[src/rtl/rr_decode_arbiter.sv]
// rr_decode_arbiter
//   Round-robin arbiter for one shared resource. The resource is enabled through a
//   3-to-8 one-hot decoder. The arbiter picks one requester, drives the decoder
//   select/enable and a registered one-hot grant, and holds the grant until the
//   owner signals done, drops its request, or the hold timer expires.
// Parameters
//   NUM_REQ   number of requesters (2**IDX_W)
//   IDX_W     width of grant_idx
//   MAX_HOLD  max cycles one grant is held; 0 = no limit
// Ports
//   clk        rising-edge clock
//   rst        synchronous, active-high reset
//   req        request lines, bit k = requester k
//   done       current owner releases the resource (ignored while idle)
//   grant_en   grant active, drives the decoder enable
//   grant_idx  index of the current owner, drives the decoder select
//   grant      one-hot grant, 1<<grant_idx while grant_en=1, else 0
//   timeout    one-cycle pulse when the hold timer revokes a grant
module rr_decode_arbiter #(
  parameter int unsigned NUM_REQ  = 8,
  parameter int unsigned IDX_W    = 3,
  parameter int unsigned MAX_HOLD = 16
) (
  input  logic               clk,
  input  logic               rst,
  input  logic [NUM_REQ-1:0] req,
  input  logic               done,
  output logic               grant_en,
  output logic [IDX_W-1:0]   grant_idx,
  output logic [NUM_REQ-1:0] grant,
  output logic               timeout
);

  localparam int unsigned HOLD_W    = (MAX_HOLD > 1) ? $clog2(MAX_HOLD) : 1;
  localparam int unsigned HOLD_LAST = (MAX_HOLD == 0) ? 0 : MAX_HOLD - 1;

  typedef enum logic {
    IDLE  = 1'b0,
    GRANT = 1'b1
  } state_t;

  state_t               state_q, state_d;
  logic                 grant_en_q, grant_en_d;
  logic [IDX_W-1:0]     grant_idx_q, grant_idx_d;
  logic [NUM_REQ-1:0]   grant_q, grant_d;
  logic                 timeout_q, timeout_d;
  logic [IDX_W-1:0]     ptr_q, ptr_d;
  logic [HOLD_W-1:0]    hold_cnt_q, hold_cnt_d;

  logic                 found;
  logic [IDX_W-1:0]     winner;
  logic [IDX_W-1:0]     cand;
  logic                 hold_hit;
  logic                 owner_req;

  // Winner search: walk from ptr upward; the IDX_W-bit add wraps modulo NUM_REQ.
  always_comb begin
    found  = 1'b0;
    winner = '0;
    cand   = '0;
    for (int unsigned i = 0; i < NUM_REQ; i++) begin
      cand = ptr_q + IDX_W'(i);
      if (!found && req[cand]) begin
        found  = 1'b1;
        winner = cand;
      end
    end
  end

  always_comb begin
    owner_req = req[grant_idx_q];
    hold_hit  = (MAX_HOLD != 0) && (hold_cnt_q == HOLD_W'(HOLD_LAST));

    state_d     = state_q;
    grant_en_d  = grant_en_q;
    grant_idx_d = grant_idx_q;
    grant_d     = grant_q;
    timeout_d   = 1'b0;
    ptr_d       = ptr_q;
    hold_cnt_d  = hold_cnt_q;

    case (state_q)
      IDLE: begin
        grant_en_d = 1'b0;
        grant_d    = '0;
        if (found) begin
          state_d     = GRANT;
          grant_en_d  = 1'b1;
          grant_idx_d = winner;
          grant_d     = NUM_REQ'(1) << winner;
          hold_cnt_d  = '0;
        end
      end
      GRANT: begin
        if (done || !owner_req || hold_hit) begin
          // Timeout flags only a release the timer caused, not one done/drop also caused.
          timeout_d  = !done && owner_req && hold_hit;
          state_d    = IDLE;
          grant_en_d = 1'b0;
          grant_d    = '0;
          ptr_d      = grant_idx_q + IDX_W'(1);
          hold_cnt_d = '0;
        end else if (MAX_HOLD != 0 && !hold_hit) begin
          hold_cnt_d = hold_cnt_q + HOLD_W'(1);
        end
      end
      default: state_d = IDLE;
    endcase
  end

  always_ff @(posedge clk) begin
    if (rst) begin
      state_q     <= IDLE;
      grant_en_q  <= 1'b0;
      grant_idx_q <= '0;
      grant_q     <= '0;
      timeout_q   <= 1'b0;
      ptr_q       <= '0;
      hold_cnt_q  <= '0;
    end else begin
      state_q     <= state_d;
      grant_en_q  <= grant_en_d;
      grant_idx_q <= grant_idx_d;
      grant_q     <= grant_d;
      timeout_q   <= timeout_d;
      ptr_q       <= ptr_d;
      hold_cnt_q  <= hold_cnt_d;
    end
  end

  assign grant_en  = grant_en_q;
  assign grant_idx = grant_idx_q;
  assign grant     = grant_q;
  assign timeout   = timeout_q;

endmodule

[config.mk]
export PLATFORM = sky130hd
export DESIGN_NAME = rr_decode_arbiter
export DESIGN_NICKNAME = d
export VERILOG_FILES = /design/src/rtl/rr_decode_arbiter.sv
export SDC_FILE = /design/constraint.sdc
export NUM_CORES = 1
export LEC_CHECK = 0
export CAP_MARGIN = 20
export CORE_UTILIZATION = 50
export CTS_CLUSTER_DIAMETER = 30
export CTS_CLUSTER_SIZE = 24
export DETAILED_ROUTE_END_ITERATION = 10
export PLACE_DENSITY = 0.77
export SLEW_MARGIN = 20
export SYNTH_ARGS = -nofsm -noshare
export SYNTH_HDL_FRONTEND = slang
export SYNTH_SLANG_ARGS = --single-unit
[constraint.sdc]
create_clock -name clk -period 3.3 [get_ports clk]
set_input_delay 0.66 -clock clk [delete_from_list [all_inputs] [get_ports clk]]
set_output_delay 0.66 -clock clk [all_outputs]
set_load 0.005 [all_outputs]
==> metrics.md <==
| Metric | Value |
|---|---|
| Status | `complete, no violations` |
| FF-to-FF setup slack | `0.18 ns` |
| IO Pins | `24` |
| Num CTS Buffers | `3` |
| Die area | `3940 sq um` |
| Sum of negative setup slack | `0 ns` |
| Post-CTS Hold Buffers | `0` |
| Crit share post-route | `97.1%` |
| Power Total | `1.55 mW` |
| CP top delay family | `multiplexers` |
| Post-Synthesis Cells | `202` |
| Worst flop-to-flop path endpoint | `grant[4]` |
| Sw Pwr | `0.655 mW` |
| Slew Viols, Final | `0` |
| Endpoints failing setup | `0` |
| # DRC | `0` |
| Max rail drop VDD | `0.532 mV` |
| Hold Path Depth | `2` |
| Via/cell ratio | `6.05` |
| Worst r2r src | `ptr_q[1]` |
| Antenna-violating nets left | `0` |
| Largest stage delay on the critical path | `roughly 0.59 ns` |
| Crit path buf inv count | `1` |
| Synth warn | `0` |
| Clock latency on the worst-skew pair | `0.25 ns` |
| Multiplexer share of the synthesized area | `27.5%` |
| Comb power frac | `between 60% and 70%` |
| Slew @ Worst Pin | `between 0.5 and 0.6 ns` |
| P&R area growth vs syn | `34.5%` |
| CTS root buf | `clkbuf_8` |
| Clock network power share | `between 10% and 20%` |
| Min Tclk post-route | `3.20 ns` |
| HP Class | `register to register` |
| Synth Area in Adders | `~2.7%` |
| Initial Utilization | `between 50 and 60%` |
| Drt wl/cell | `16.1 microns` |
| Post-Syn Area | `1840 sq um` |
| Endpoints failing hold | `0` |
| Placed Area | `2380 sq um` |
| Layout Skew | `0.00236 ns` |
| Arrival time of the worst setup path | `3.36 ns` |
| Leak | `between 1 and 1.5 nW` |
| Hold Startpoint | `grant[2]` |
| Crit path kind | `primary input to register` |
| Share of the synthesized area in the top cell type | `22.8%` |
| Final core occ | `72.1%` |
| Simple-Gate Fraction of Synth Area | `17.8%` |
| Worst-path cell with the longest stage delay | `or4_4` |
| Initial antenna violation count | `0` |
| Ant diodes | `0` |
| Syn_nets | `217` |
| Critical Path RT | `roughly 3.5 ns` |
| Hold-critical path endpoint | `grant[2]` |
| CP max FO | `8` |
| Sw Share | `42.4%` |
| EDFF count, synth | `0` |
| Post-CTS Setup Bufs | `0` |
| Clock transition at path regs | `0.07 ns` |
| CTS HTree Levels | `1` |
| Power Density | `623 nW/um^2` |
| Filler cells | `260` |
| Synthesized flop and latch total | `21` |
| Fmax | `0.312 GHz` |
| Worst R2R Path Depth | `9` |
| Port bufs | `23` |
| Compound-gate portion of the synthesized area | `22.3%` |
| Max-cap viol count | `0` |
| Worst hold slack | `0.453 ns` |
| Starting DRT DRC Count | `180` |
| Critical-path cell list | `clkdlybuf4s50_1, mux4_2, mux2_2, or4_4, nor3_4, o31ai_2, o41ai_1` |
| Die X | `about 63 microns` |
| Xor/xnor share of the synthesized area | `under 10%` |
| Fraction of layout cells with a size suffix above 1 | `30.1%` |
| Register area share after synthesis | `approximately 23%` |
| Total grt overflow | `0` |
| CTS Buffer Depth | `2` |
| Drt first pass iters | `4` |
| Final Cell Area | `2480 sq um` |
| Ys flop type | `dfxtp_1` |
| Post-cts sizing count | `0` |
| Chip height | `around 63 microns` |
| Ys async rst share | `0%` |
| Syn_area_per_cell | `around 9 sq um` |
| Int Pwr | `slightly below 0.9 mW` |
| Seq pwr share | `between 20% and 30%` |
| Crit start category | `primary input` |
| Gp weighted congestion | `roughly 0.9` |
| Via count | `1844` |
| Slew headroom | `~63%` |
| Global-route wire length before repair | `8270 microns` |
| Synth cell types | `51` |
| Cell accounting for the most synthesized area | `dfxtp_1` |
| Core footprint | `3440 sq um` |
| Clock Sink Count | `21` |
| Largest net degree at the start of global routing | `17` |
| WL final | `4900 microns` |
| CTS tree | `built` |
| Largest family of logic cells by synthesized area | `multiplexers` |
| GRT Resource Usage Total | `25.8%` |
| Core Rows | `21` |
| Crit end category | `register` |
| Detailed-placement wirelength estimate | `~3700 microns` |
| Synth area leaders | `dfxtp_1 23%, mux4_2 20%, nand2_1 5.3%` |
| Fin nets | `275` |
| Vias in the first global route | `1764` |
-- cells in the final DEF (no fill, tap or decap), drive strengths merged, types with 2 or more instances in the layout --
| master | synthesis | final |
|---|---|---|
| buf | 6 | 39 |
| nand2 | 26 | 26 |
| dfxtp | 21 | 21 |
| nor2 | 18 | 18 |
| clkdlybuf4s50 | 0 | 17 |
| mux4 | 16 | 16 |
| a21oi | 13 | 13 |
| inv | 11 | 11 |
| mux2i | 9 | 9 |
| o21ai | 7 | 7 |
| dlymetal6s2s | 0 | 6 |
| a211oi | 5 | 5 |
| mux2 | 5 | 5 |
| o31ai | 5 | 5 |
| xor2 | 4 | 4 |
| and3 | 4 | 4 |
| ha | 4 | 4 |
| clkbuf | 3 | 4 |
| nor3 | 4 | 4 |
| o41ai | 4 | 4 |
| a22oi | 3 | 3 |
| nand3 | 3 | 3 |
| a32oi | 3 | 3 |
| or2 | 3 | 3 |
| and2 | 2 | 2 |
| o22ai | 2 | 2 |
| a221oi | 2 | 2 |
| o211ai | 2 | 2 |
| nand2b | 2 | 2 |
-- power by group through the flow --
stage	combinational (mW)	sequential (mW)	clock [mW]
4_1_cts	0.990	0.345	0.168
3_5_place_dp	0.982	0.351	0
5_1_grt	1.12	0.355	0.180
6_report	1.03	0.347	0.164
3_3_place_gp	0.968	0.351	0
2_1_floorplan	0.632	0.333	0
-- logic make-up after synthesis --
kind of cell             after synthesis
AND/OR/NAND/NOR                       68
XOR/XNOR                               4
adder cells (fa/ha/maj)                4
flip-flops                            21
multiplexers                          30
AO/OA/AOI/OAI                         55
buffers and inverters                 20
-- flip-flops by register name (all words and copies together), names as in the netlist --
signal      cells
ptr_q           3
grant_en        1
grant           8
hold_cnt_q      4
grant_idx       3
state_q         1
timeout         1
-- Yosys cell counts, drive strengths merged (5+ instances only) --
library cell / n
nand2: 26
dfxtp: 21
nor2: 18
mux4: 16
a21oi: 13
inv: 11
mux2i: 9
o21ai: 7
buf: 6
a211oi: 5
mux2: 5
o31ai: 5
-- how the worst max path moves through the flow --
stage,start,endpoint,slack [ns],cells after the start
2_1_floorplan,ptr_q[1],grant[4],0.009,12
3_3_place_gp,req[2],grant[5],-0.16,9
3_5_place_dp,req[1],grant[1],-0.21,8
4_1_cts,req[1],grant[5],0.04,8
5_1_grt,req[6],grant[5],-0.004,7
6_report,req[6],grant[4],0.1,7
-- stage by stage --
stage	std cells	worst slack [ns]
floorplan	202	0.00904
global placement	301	-0.155
detailed placement	301	-0.209
CTS	305	0.0438
global route	305	-0.00405
finish	305	0.0965
-- layer usage --
metal  share of wire, %  up-vias  GRT usage [%]
met5                  0        -              0
met4                1.2        0           10.2
met3                4.1        8           2.74
met2                 49       52           41.4
met1                 46      891           35.5
li1                   -      893              -
-- cell type report --
class                           count  area [sq um]  share of cell area, %
Sequential cell                    21           420                   16.9
Multi-Input combinational cell    161          1380                   55.6
Clock buffer                        4          45.0                   1.82
Tap cell                           46          57.6                   2.32
Inverter                           11          41.3                   1.66
Timing Repair Buffer               62           538                   21.7
-- worst register-to-register path, delay by kind of cell (launching register included) --
| family | cells | cell delay (ns) |
|---|---|---|
| adder cells (fa/ha/maj) | 1 | 0.30 |
| buffers and inverters | 1 | 0.26 |
| multiplexers | 2 | 0.74 |
| AND/OR/NAND/NOR | 2 | 0.80 |
| flip-flops | 1 | 0.34 |
| AO/OA/AOI/OAI | 3 | 0.59 |
Note: power is estimated with default switching activity, not from simulation.
